==> config.mk <==
export PLATFORM = sky130hd
export DESIGN_NAME = fetch_unit
export DESIGN_NICKNAME = d
export VERILOG_FILES = /design/src/rtl/fetch_pkg.sv /design/src/rtl/fetch_fifo.sv /design/src/rtl/fetch_unit.sv
export SDC_FILE = /design/constraint.sdc
export NUM_CORES = 1
export LEC_CHECK = 0
export CORE_UTILIZATION = 51
export DETAILED_ROUTE_END_ITERATION = 8
export PLACE_DENSITY = 0.85
export REMOVE_ABC_BUFFERS = 1
export SYNTH_ARGS = -nofsm -noshare
export SYNTH_HDL_FRONTEND = slang
export SYNTH_HIERARCHICAL = 1
export SYNTH_SLANG_ARGS = --single-unit
==> constraint.sdc <==
create_clock -name clk -period 7.28 [get_ports clk]
set_clock_uncertainty 0.15 [all_clocks]
set_input_delay 0.728 -clock clk [delete_from_list [all_inputs] [get_ports clk]]
set_output_delay 0.728 -clock clk [all_outputs]
set_load 0.02 [all_outputs]
==> src/rtl/fetch_pkg.sv <==
// Shared definitions for the instruction-fetch front end.
//   fetch_state_t    : IDLE (waiting for trigger) / RUN (fetching)
//   INSTR_BYTES      : byte stride between consecutive instructions
//   DEFAULT_RESET_PC : default first fetch address after reset
package fetch_pkg;

  typedef enum logic {
    IDLE = 1'b0,
    RUN  = 1'b1
  } fetch_state_t;

  localparam int          INSTR_BYTES      = 4;
  localparam logic [31:0] DEFAULT_RESET_PC = 32'h0000_0000;

endpackage

==> src/rtl/fetch_fifo.sv <==
// Two-entry synchronous FIFO holding {pc, instr} pairs returned by the
// instruction memory until decode accepts them.
//   clk, rst   : clock, synchronous active-high reset (empties the queue)
//   push       : write push_data at the tail
//   pop        : drop the head entry (ignored when empty)
//   flush      : empty the queue; overrides push and pop
//   push_data  : entry to write
//   head_data  : current head entry (meaningful when !empty)
//   full/empty : occupancy flags
//   count      : number of held entries (0..2)
module fetch_fifo #(
  parameter int DATA_WIDTH = 64
) (
  input  logic                  clk,
  input  logic                  rst,
  input  logic                  push,
  input  logic                  pop,
  input  logic                  flush,
  input  logic [DATA_WIDTH-1:0] push_data,
  output logic [DATA_WIDTH-1:0] head_data,
  output logic                  full,
  output logic                  empty,
  output logic [1:0]            count
);

  logic [DATA_WIDTH-1:0] entry_reg [2];
  logic                  head_reg;
  logic                  tail_reg;
  logic [1:0]            count_reg;
  logic                  do_push;
  logic                  do_pop;

  assign empty     = (count_reg == 2'd0);
  assign full      = (count_reg == 2'd2);
  assign count     = count_reg;
  assign head_data = entry_reg[head_reg];

  assign do_push = push && !flush;
  assign do_pop  = pop && !flush && !empty;

  always_ff @(posedge clk) begin
    if (rst || flush) begin
      head_reg  <= 1'b0;
      tail_reg  <= 1'b0;
      count_reg <= 2'd0;
    end else begin
      if (do_push) begin
        entry_reg[tail_reg] <= push_data;
        tail_reg            <= ~tail_reg;
      end
      if (do_pop) begin
        head_reg <= ~head_reg;
      end
      case ({do_push, do_pop})
        2'b10:   count_reg <= count_reg + 2'd1;
        2'b01:   count_reg <= count_reg - 2'd1;
        default: count_reg <= count_reg;
      endcase
    end
  end

  // The issue rule upstream keeps occupancy within two entries.
  a_count_bound : assert property (@(posedge clk) disable iff (rst) count_reg <= 2'd2);

endmodule

==> src/rtl/fetch_unit.sv <==
// Instruction-fetch front end feeding the decode pipeline register.
// Owns the fetch PC, issues reads to a 1-cycle-latency synchronous
// instruction memory, and buffers returned words in a 2-entry queue so
// decode stalls never lose data. Taken branches/jumps redirect the PC and
// flush everything younger.
//   clk, rst       : clock, synchronous active-high reset (-> IDLE)
//   trigger_i      : start fetching (sampled in IDLE)
//   imem_req_o     : read request this cycle
//   imem_addr_o    : read address
//   imem_rdata_i   : read data, valid the cycle after a request
//   redirect_i     : taken branch/jump from execute
//   redirect_pc_i  : redirect target
//   stall_i        : decode cannot accept the head entry
//   valid_o        : head entry valid
//   instr_o        : head instruction
//   pc_o           : head PC
//   pc_plus4_o     : head PC + 4
module fetch_unit
  import fetch_pkg::*;
#(
  parameter int                    PC_WIDTH          = 32,
  parameter int                    INSTRUCTION_WIDTH = 32,
  parameter logic [PC_WIDTH-1:0]   RESET_PC          = PC_WIDTH'(DEFAULT_RESET_PC),
  parameter int                    BUF_DEPTH         = 2
) (
  input  logic                         clk,
  input  logic                         rst,
  input  logic                         trigger_i,
  output logic                         imem_req_o,
  output logic [PC_WIDTH-1:0]          imem_addr_o,
  input  logic [INSTRUCTION_WIDTH-1:0] imem_rdata_i,
  input  logic                         redirect_i,
  input  logic [PC_WIDTH-1:0]          redirect_pc_i,
  input  logic                         stall_i,
  output logic                         valid_o,
  output logic [INSTRUCTION_WIDTH-1:0] instr_o,
  output logic [PC_WIDTH-1:0]          pc_o,
  output logic [PC_WIDTH-1:0]          pc_plus4_o
);

  localparam int ENTRY_WIDTH = PC_WIDTH + INSTRUCTION_WIDTH;

  fetch_state_t          state_reg, state_next;
  logic [PC_WIDTH-1:0]   fetch_pc_reg, fetch_pc_next;
  logic [PC_WIDTH-1:0]   issued_pc_reg, issued_pc_next;
  logic                  inflight_reg, inflight_next;

  logic                  issue;
  logic                  pop;
  logic                  push;
  logic [2:0]            occupancy;
  logic [ENTRY_WIDTH-1:0] head_data;
  logic                  fifo_full;
  logic                  fifo_empty;
  logic [1:0]            fifo_count;
  logic [PC_WIDTH-1:0]   head_pc;
  logic [INSTRUCTION_WIDTH-1:0] head_instr;

  assign head_pc    = head_data[ENTRY_WIDTH-1 -: PC_WIDTH];
  assign head_instr = head_data[INSTRUCTION_WIDTH-1:0];

  assign valid_o    = !fifo_empty;
  assign pop        = valid_o && !stall_i;
  // A response is only kept if no redirect squashes it this cycle.
  assign push       = inflight_reg && !redirect_i;

  // Slots committed after this edge: held entries plus the outstanding
  // response, minus the entry leaving this cycle. Combinational on stall_i
  // so a full pipeline keeps one request per cycle while decode drains.
  assign occupancy  = {1'b0, fifo_count} + {2'b00, inflight_reg} - {2'b00, pop};

  assign instr_o    = valid_o ? head_instr : '0;
  assign pc_o       = valid_o ? head_pc : '0;
  assign pc_plus4_o = valid_o ? (head_pc + PC_WIDTH'(INSTR_BYTES)) : '0;

  assign imem_req_o  = issue;
  assign imem_addr_o = fetch_pc_reg;

  always_ff @(posedge clk) begin
    if (rst) begin
      state_reg     <= IDLE;
      fetch_pc_reg  <= RESET_PC;
      issued_pc_reg <= '0;
      inflight_reg  <= 1'b0;
    end else begin
      state_reg     <= state_next;
      fetch_pc_reg  <= fetch_pc_next;
      issued_pc_reg <= issued_pc_next;
      inflight_reg  <= inflight_next;
    end
  end

  always_comb begin
    state_next     = state_reg;
    fetch_pc_next  = fetch_pc_reg;
    issued_pc_next = issued_pc_reg;
    inflight_next  = 1'b0;
    issue          = 1'b0;

    case (state_reg)
      IDLE: begin
        if (trigger_i) begin
          state_next = RUN;
        end
      end
      RUN: begin
        issue = !redirect_i && (occupancy < 3'(BUF_DEPTH));
      end
      default: state_next = IDLE;
    endcase

    if (redirect_i) begin
      // Targets are word aligned; low address bits are dropped.
      fetch_pc_next = {redirect_pc_i[PC_WIDTH-1:2], 2'b00};
      inflight_next = 1'b0;
    end else if (issue) begin
      fetch_pc_next  = fetch_pc_reg + PC_WIDTH'(INSTR_BYTES);
      issued_pc_next = fetch_pc_reg;
      inflight_next  = 1'b1;
    end
  end

  fetch_fifo #(
    .DATA_WIDTH(ENTRY_WIDTH)
  ) u_fifo (
    .clk       (clk),
    .rst       (rst),
    .push      (push),
    .pop       (pop),
    .flush     (redirect_i),
    .push_data ({issued_pc_reg, imem_rdata_i}),
    .head_data (head_data),
    .full      (fifo_full),
    .empty     (fifo_empty),
    .count     (fifo_count)
  );

  a_no_overflow : assert property (@(posedge clk) disable iff (rst)
    !(fifo_full && push && !pop));

endmodule

==> flow_metrics.py, run 1 <==
metrics = {
    "run_status": {
        "status": "finished clean",
    },
    "grt": {
        "grt-ovfl-total": 0,
        "grt_pass1_vias": 6210,
        "antenna_found_initial": 0,
        "grtUsageTotal": 0.2314,
        "grt_max_degree": 96,
        "grt_pass1_wl_um": 32330,
    },
    "run": {
        "cap_violations": 0,
    },
    "clock_tree": {
        "numCtsBuffers": 17,
        "cts_setup_buffers": 0,
        "clock_latency_ns": 0.42,
        "clockBufferDepth": 2,
        "cts.reportedPaths.clkPinSlew_ns": 0.07,
        "cts_sinks": 195,
        "cts_tree": "built",
        "htreeDepth": 4,
        "cts-root-buf": "clkbuf_16",
        "cts_hold_buffers": 0,
        "postCtsResizedCells": 0,
    },
    "power": {
        "switchingPower_mw": 0.4936,
        "clkPwrFrac": 0.401,
        "p_leak_nw": 3.846,
        "p_int_mw": 1.753,
        "pwr-share-comb": 0.060,
        "cellPowerDensity_mw_per_mm2": 194.0,
        "p_sw_frac": 0.2197,
        "seqPwrFrac": 0.539,
        "ir_drop_uv": 187.1,
    },
    "timing": {
        "final-hold-violation-count": 0,
        "finalCritPeriodShare": 0.6551,
        "fmax_mhz": 209.7,
        "fin_hold_ws_ns": 0.3026,
        "drv_slew": 0,
        "maxSlewHeadroom": 0.3464,
        "rsz0062_at_grt": "false",
        "min_period_ns": 4.769,
        "finalSetupViolations": 0,
        "tightest_slew_ns": 0.9804,
    },
    "die": {
        "initial_core_util": 0.5286,
        "num_io_pins": 199,
        "core_mm2": 0.01682,
        "die_w_um": 134.0,
        "row_count": 47,
        "die_height_um": 134.0,
        "die_area_mm2": 0.01796,
    },
    "critical_path": {
        "reg2reg_from": "u_fifo/count[1]",
        "r2r_slack_ns": 3.78,
        "start_kind": "flip-flop",
        "crit_path_end_kind": "primary output",
        "crit_path_end": "pc_plus4_o[31]",
        "crit_required_ns": 6.40,
        "critPathKind": "reg -> out",
        "r2r_end": "imem_addr_o[19]",
        "cp.arrival_ns": 3.89,
        "rr_worst_depth": 12,
        "cp_max_fo": 38,
    },
    "finish": {
        "area_delta_synth_final_pct": 30.23,
        "diodes": 0,
        "largest_reg_flops": 128,
        "nFillCells": 1240,
        "drive_above_1_share": 0.1351,
        "fin_util": 0.6884,
        "final_nets": 1031,
    },
    "drt": {
        "totalWireLength_um": 20410,
        "dr.pass1.iters": 4,
        "vias": 6470,
        "wl_per_cell_um": 17.15,
        "drc": 0,
        "ant_nets": 0,
        "drt-initial-drc-count": 436,
        "viasPerCell": 5.437,
    },
    "placement": {
        "port_buffers": 194,
        "hpwl_um": 13730,
        "gp_congestion": 0.8223,
    },
    "synth": {
        "ys_warn_count": 6,
        "avgSynthCellArea_um2": 11.46,
        "synth.cell_area_mm2": 0.008890,
        "syn_inst": 776,
    },
    "worst_hold_path": {
        "hp-class": "reg -> reg",
    },
}
## cell type report
type | instances | area [um^2] | share of cell area
Clock buffer | 19 | 452.9 | 0.03912
Clock inverter | 13 | 121.4 | 0.01048
Inverter | 8 | 30.03 | 0.002594
Multi-Input combinational cell | 530 | 3492 | 0.3016
Sequential cell | 195 | 5186 | 0.4480
Tap cell | 220 | 275.3 | 0.02378
Timing Repair Buffer | 205 | 2019 | 0.1744
## metrics by stage
stage          TNS [ns]  std cells  power, mW  instance area (um^2)  worst slack (ns)
2_1_floorplan   -0.9091        733      1.280                  8685           -0.2641
3_3_place_gp          0       1158      1.365                 11000             2.965
3_5_place_dp          0       1158      1.368                 11000             2.951
4_1_cts               0       1190      2.261                 11580             2.482
5_1_grt               0       1190      2.323                 11580             2.313
6_report              0       1190      2.246                 11580             2.511
## worst min path at each step
stage,cells after the start,to,startpoint
after floorplan,0,u_fifo/entry_reg[0][34],issued_pc_reg[2]
after global placement,0,u_fifo/entry_reg[0][35],issued_pc_reg[3]
after detailed placement,0,u_fifo/entry_reg[1][40],issued_pc_reg[8]
after CTS,0,u_fifo/entry_reg[1][40],issued_pc_reg[8]
after global routing,0,u_fifo/entry_reg[0][50],issued_pc_reg[18]
final,0,u_fifo/entry_reg[1][40],issued_pc_reg[8]
## layer usage
layer  wire length [um]  up-vias  global-route usage
met5                  0        -                   0
met4                265        0             0.07366
met3               1173       18             0.03779
met2              10360      210              0.3987
met1               8611     3081              0.2982
li1                   -     3161                   -
## critical path, stage by stage, from the launching register on
cell and delay (ns):
dfxtp_2 0.78, buf_4 0.58, mux2_2 0.30, nand2_1 0.07
nor3_2 0.30, nand3_1 0.23, or4_1 0.51, nand2_1 0.08
clkdlybuf4s50_1 0.60
## placed cells by master, fill, tap and decap left out, types with 8 or more instances in the layout
cell             instances
a21oi_1                 57
and3_1                  14
buf_4                   11
clkbuf_16               17
clkdlybuf4s50_1        193
dfxtp_1                 66
edfxtp_1               128
inv_1                    8
mux2_2                  66
nand2_1                 99
nand3_1                 19
nand4_1                 18
nor2_1                  42
nor2b_1                 65
o211ai_1                 9
o21ai_0                 11
or3_1                    8
xnor2_1                  9
xor2_1                  27
## power groups by stage
stage / clock, mW / combinational (mW) / sequential (mW)
after CTS: 0.916 / 0.135 / 1.21
after global routing: 0.966 / 0.145 / 1.21
after detailed placement: 0 / 0.134 / 1.23
after global placement: 0 / 0.132 / 1.23
final: 0.902 / 0.135 / 1.21
after floorplan: 0 / 0.0401 / 1.24
(Power assumes the default switching activity.)
==> run 2: changes to the inputs <==
==> constraint.sdc (replaced) <==
create_clock -name clk -period 5 [get_ports clk]
set_clock_uncertainty 0.15 [all_clocks]
set_input_delay 0.5 -clock clk [delete_from_list [all_inputs] [get_ports clk]]
set_output_delay 0.5 -clock clk [all_outputs]
set_load 0.02 [all_outputs]
==> run 2 against run 1 <==
Compared with the run above:
- critical path depth unchanged
- worst hold slack worse by 0.0046 ns
- count of clock-buffer cells in the layout up 8
- wire length up 0.44%
- power up 47%
- sequential cell count unchanged
- setup slack worse by 1.9 ns
- largest power group unchanged
==> flow_metrics.py, run 2 (synthesis results as in run 1) <==
metrics = {
    "finish": {
        "seqCellArea_mm2": 0.005186,
        "final_nets": 1033,
        "finalInstanceArea_mm2": 0.01162,
        "fin_cells": 1192,
        "multiInputGateArea_mm2": 0.003492,
        "nFillCells": 1242,
        "diodes": 0,
        "area_delta_synth_final_pct": 30.71,
        "largest_reg_flops": 128,
        "drive_above_1_share": 0.1348,
        "mostFrequentLayoutCells": "193 x clkdlybuf4s50_1, 128 x edfxtp_1, 99 x nand2_1, 66 x mux2_2, 66 x dfxtp_1",
        "final_common_cell": "clkdlybuf4s50_1",
    },
    "run_status": {
        "status": "finished clean",
    },
    "drt": {
        "viasPerCell": 5.539,
        "ant_nets": 0,
        "vias": 6602,
        "wl_per_cell_um": 17.20,
        "dr.pass1.iters": 4,
        "drt-initial-drc-count": 380,
        "totalWireLength_um": 20500,
        "drc": 0,
    },
    "critical_path": {
        "critPathKind": "reg -> out",
        "start_kind": "flip-flop",
        "crit_chain": "buf_4 > mux2_2 > nand4_1 > nor3_2 > nand3_1 > or4_1 > nand2_1 > clkdlybuf4s50_1",
        "crit_path_end_kind": "primary output",
        "slowest_delay_ns": 0.75,
        "cp_num_buf_inv": 2,
        "crit_required_ns": 4.35,
        "cp_max_fo": 22,
        "critPathSlowestCell": "dfxtp_2",
        "cp.arrival_ns": 3.75,
        "cp_top_family": "simple AND/OR/NAND/NOR gates",
    },
    "grt": {
        "grt_pass1_wl_um": 32960,
        "antenna_found_initial": 0,
        "grt-ovfl-total": 0,
        "grt_use_met2": 0.4070,
        "grt_pass1_vias": 6397,
        "busiest_layer": "met2",
        "met3_usage": 0.04837,
        "grtUsageTotal": 0.2361,
        "grt_max_degree": 96,
        "gr-usage-met1": 0.2938,
    },
    "die": {
        "num_io_pins": 199,
        "row_count": 47,
        "die_area_mm2": 0.01796,
        "core_mm2": 0.01682,
        "initial_core_util": 0.5286,
        "die_w_um": 134.0,
        "die_height_um": 134.0,
    },
    "placement": {
        "place_ws_ns": 1.038,
        "port_buffers": 194,
        "place_area_mm2": 0.01102,
        "dpl.cell_count": 1160,
        "gp_congestion": 0.8261,
        "hpwl_um": 13890,
    },
    "timing": {
        "drv_slew": 0,
        "finalSetupViolations": 0,
        "tightest_slew_ns": 0.9745,
        "setup_ws_ns": 0.5973,
        "tns_ns": 0,
        "min_period_ns": 4.403,
        "fmax_mhz": 227.1,
        "finalCritPeriodShare": 0.8805,
        "final-hold-violation-count": 0,
        "rsz0062_at_grt": "false",
        "maxSlewHeadroom": 0.3504,
        "fin_hold_ws_ns": 0.2981,
    },
    "clock_tree": {
        "cts_tree": "built",
        "clock_latency_ns": 0.43,
        "cts.reportedPaths.clkPinSlew_ns": 0.06,
        "cts-root-buf": "clkbuf_16",
        "cts_hold_buffers": 0,
        "clockBufferDepth": 2,
        "cts_sinks": 195,
        "numCtsBuffers": 17,
        "postCtsResizedCells": 0,
        "cts_setup_buffers": 0,
        "htreeDepth": 4,
    },
    "power": {
        "p_leak_nw": 3.861,
        "cellPowerDensity_mw_per_mm2": 284.2,
        "ir_drop_uv": 262.0,
    },
    "worst_hold_path": {
        "hp-class": "reg -> reg",
    },
    "run": {
        "cap_violations": 0,
    },
}
## run 2: worst paths after layout
| check | start | end | slack (ns) | cells past startpoint |
|---|---|---|---|---|
| max | flip-flop | pc_plus4_o[31] | 0.60 | 8 |
| max reg2reg | u_fifo/count[1] | imem_addr_o[19] | 1.48 | 12 |
| min | issued_pc_reg[26] | u_fifo/entry_reg[0][58] | 0.30 | 0 |
| min reg2reg | issued_pc_reg[26] | u_fifo/entry_reg[0][58] | 0.30 | 0 |
## run 2: power breakdown
| group | internal, mW | switching, mW | leakage [nW] |
|---|---|---|---|
| registers | 1.73 | 0.0321 | 1.75 |
| logic | 0.0993 | 0.0974 | 1.82 |
| clock network | 0.783 | 0.560 | 0.291 |
## run 2: layout make-up
class / instances / area share
repair buffers: 207 / 0.1751
well taps: 220 / 0.02369
multi-input cells: 530 / 0.3005
clock inverters: 5 / 0.002907
inverters: 8 / 0.002584
flip-flops and latches: 195 / 0.4463
clock buffers: 27 / 0.04889
## run 2: through the flow
step                        util  power [mW]
after floorplan                -       1.864
after global placement    0.6551       1.987
after detailed placement  0.6551       1.992
after CTS                 0.6909       3.321
after global routing      0.6909       3.404
final                     0.6909       3.303
## run 2: metal layers
metal	wire length, um	up-vias	part of all wire
met4	394	0	0.019
li1	-	3155	-
met2	10210	243	0.50
met3	1353	28	0.066
met5	0	-	0
met1	8545	3176	0.42
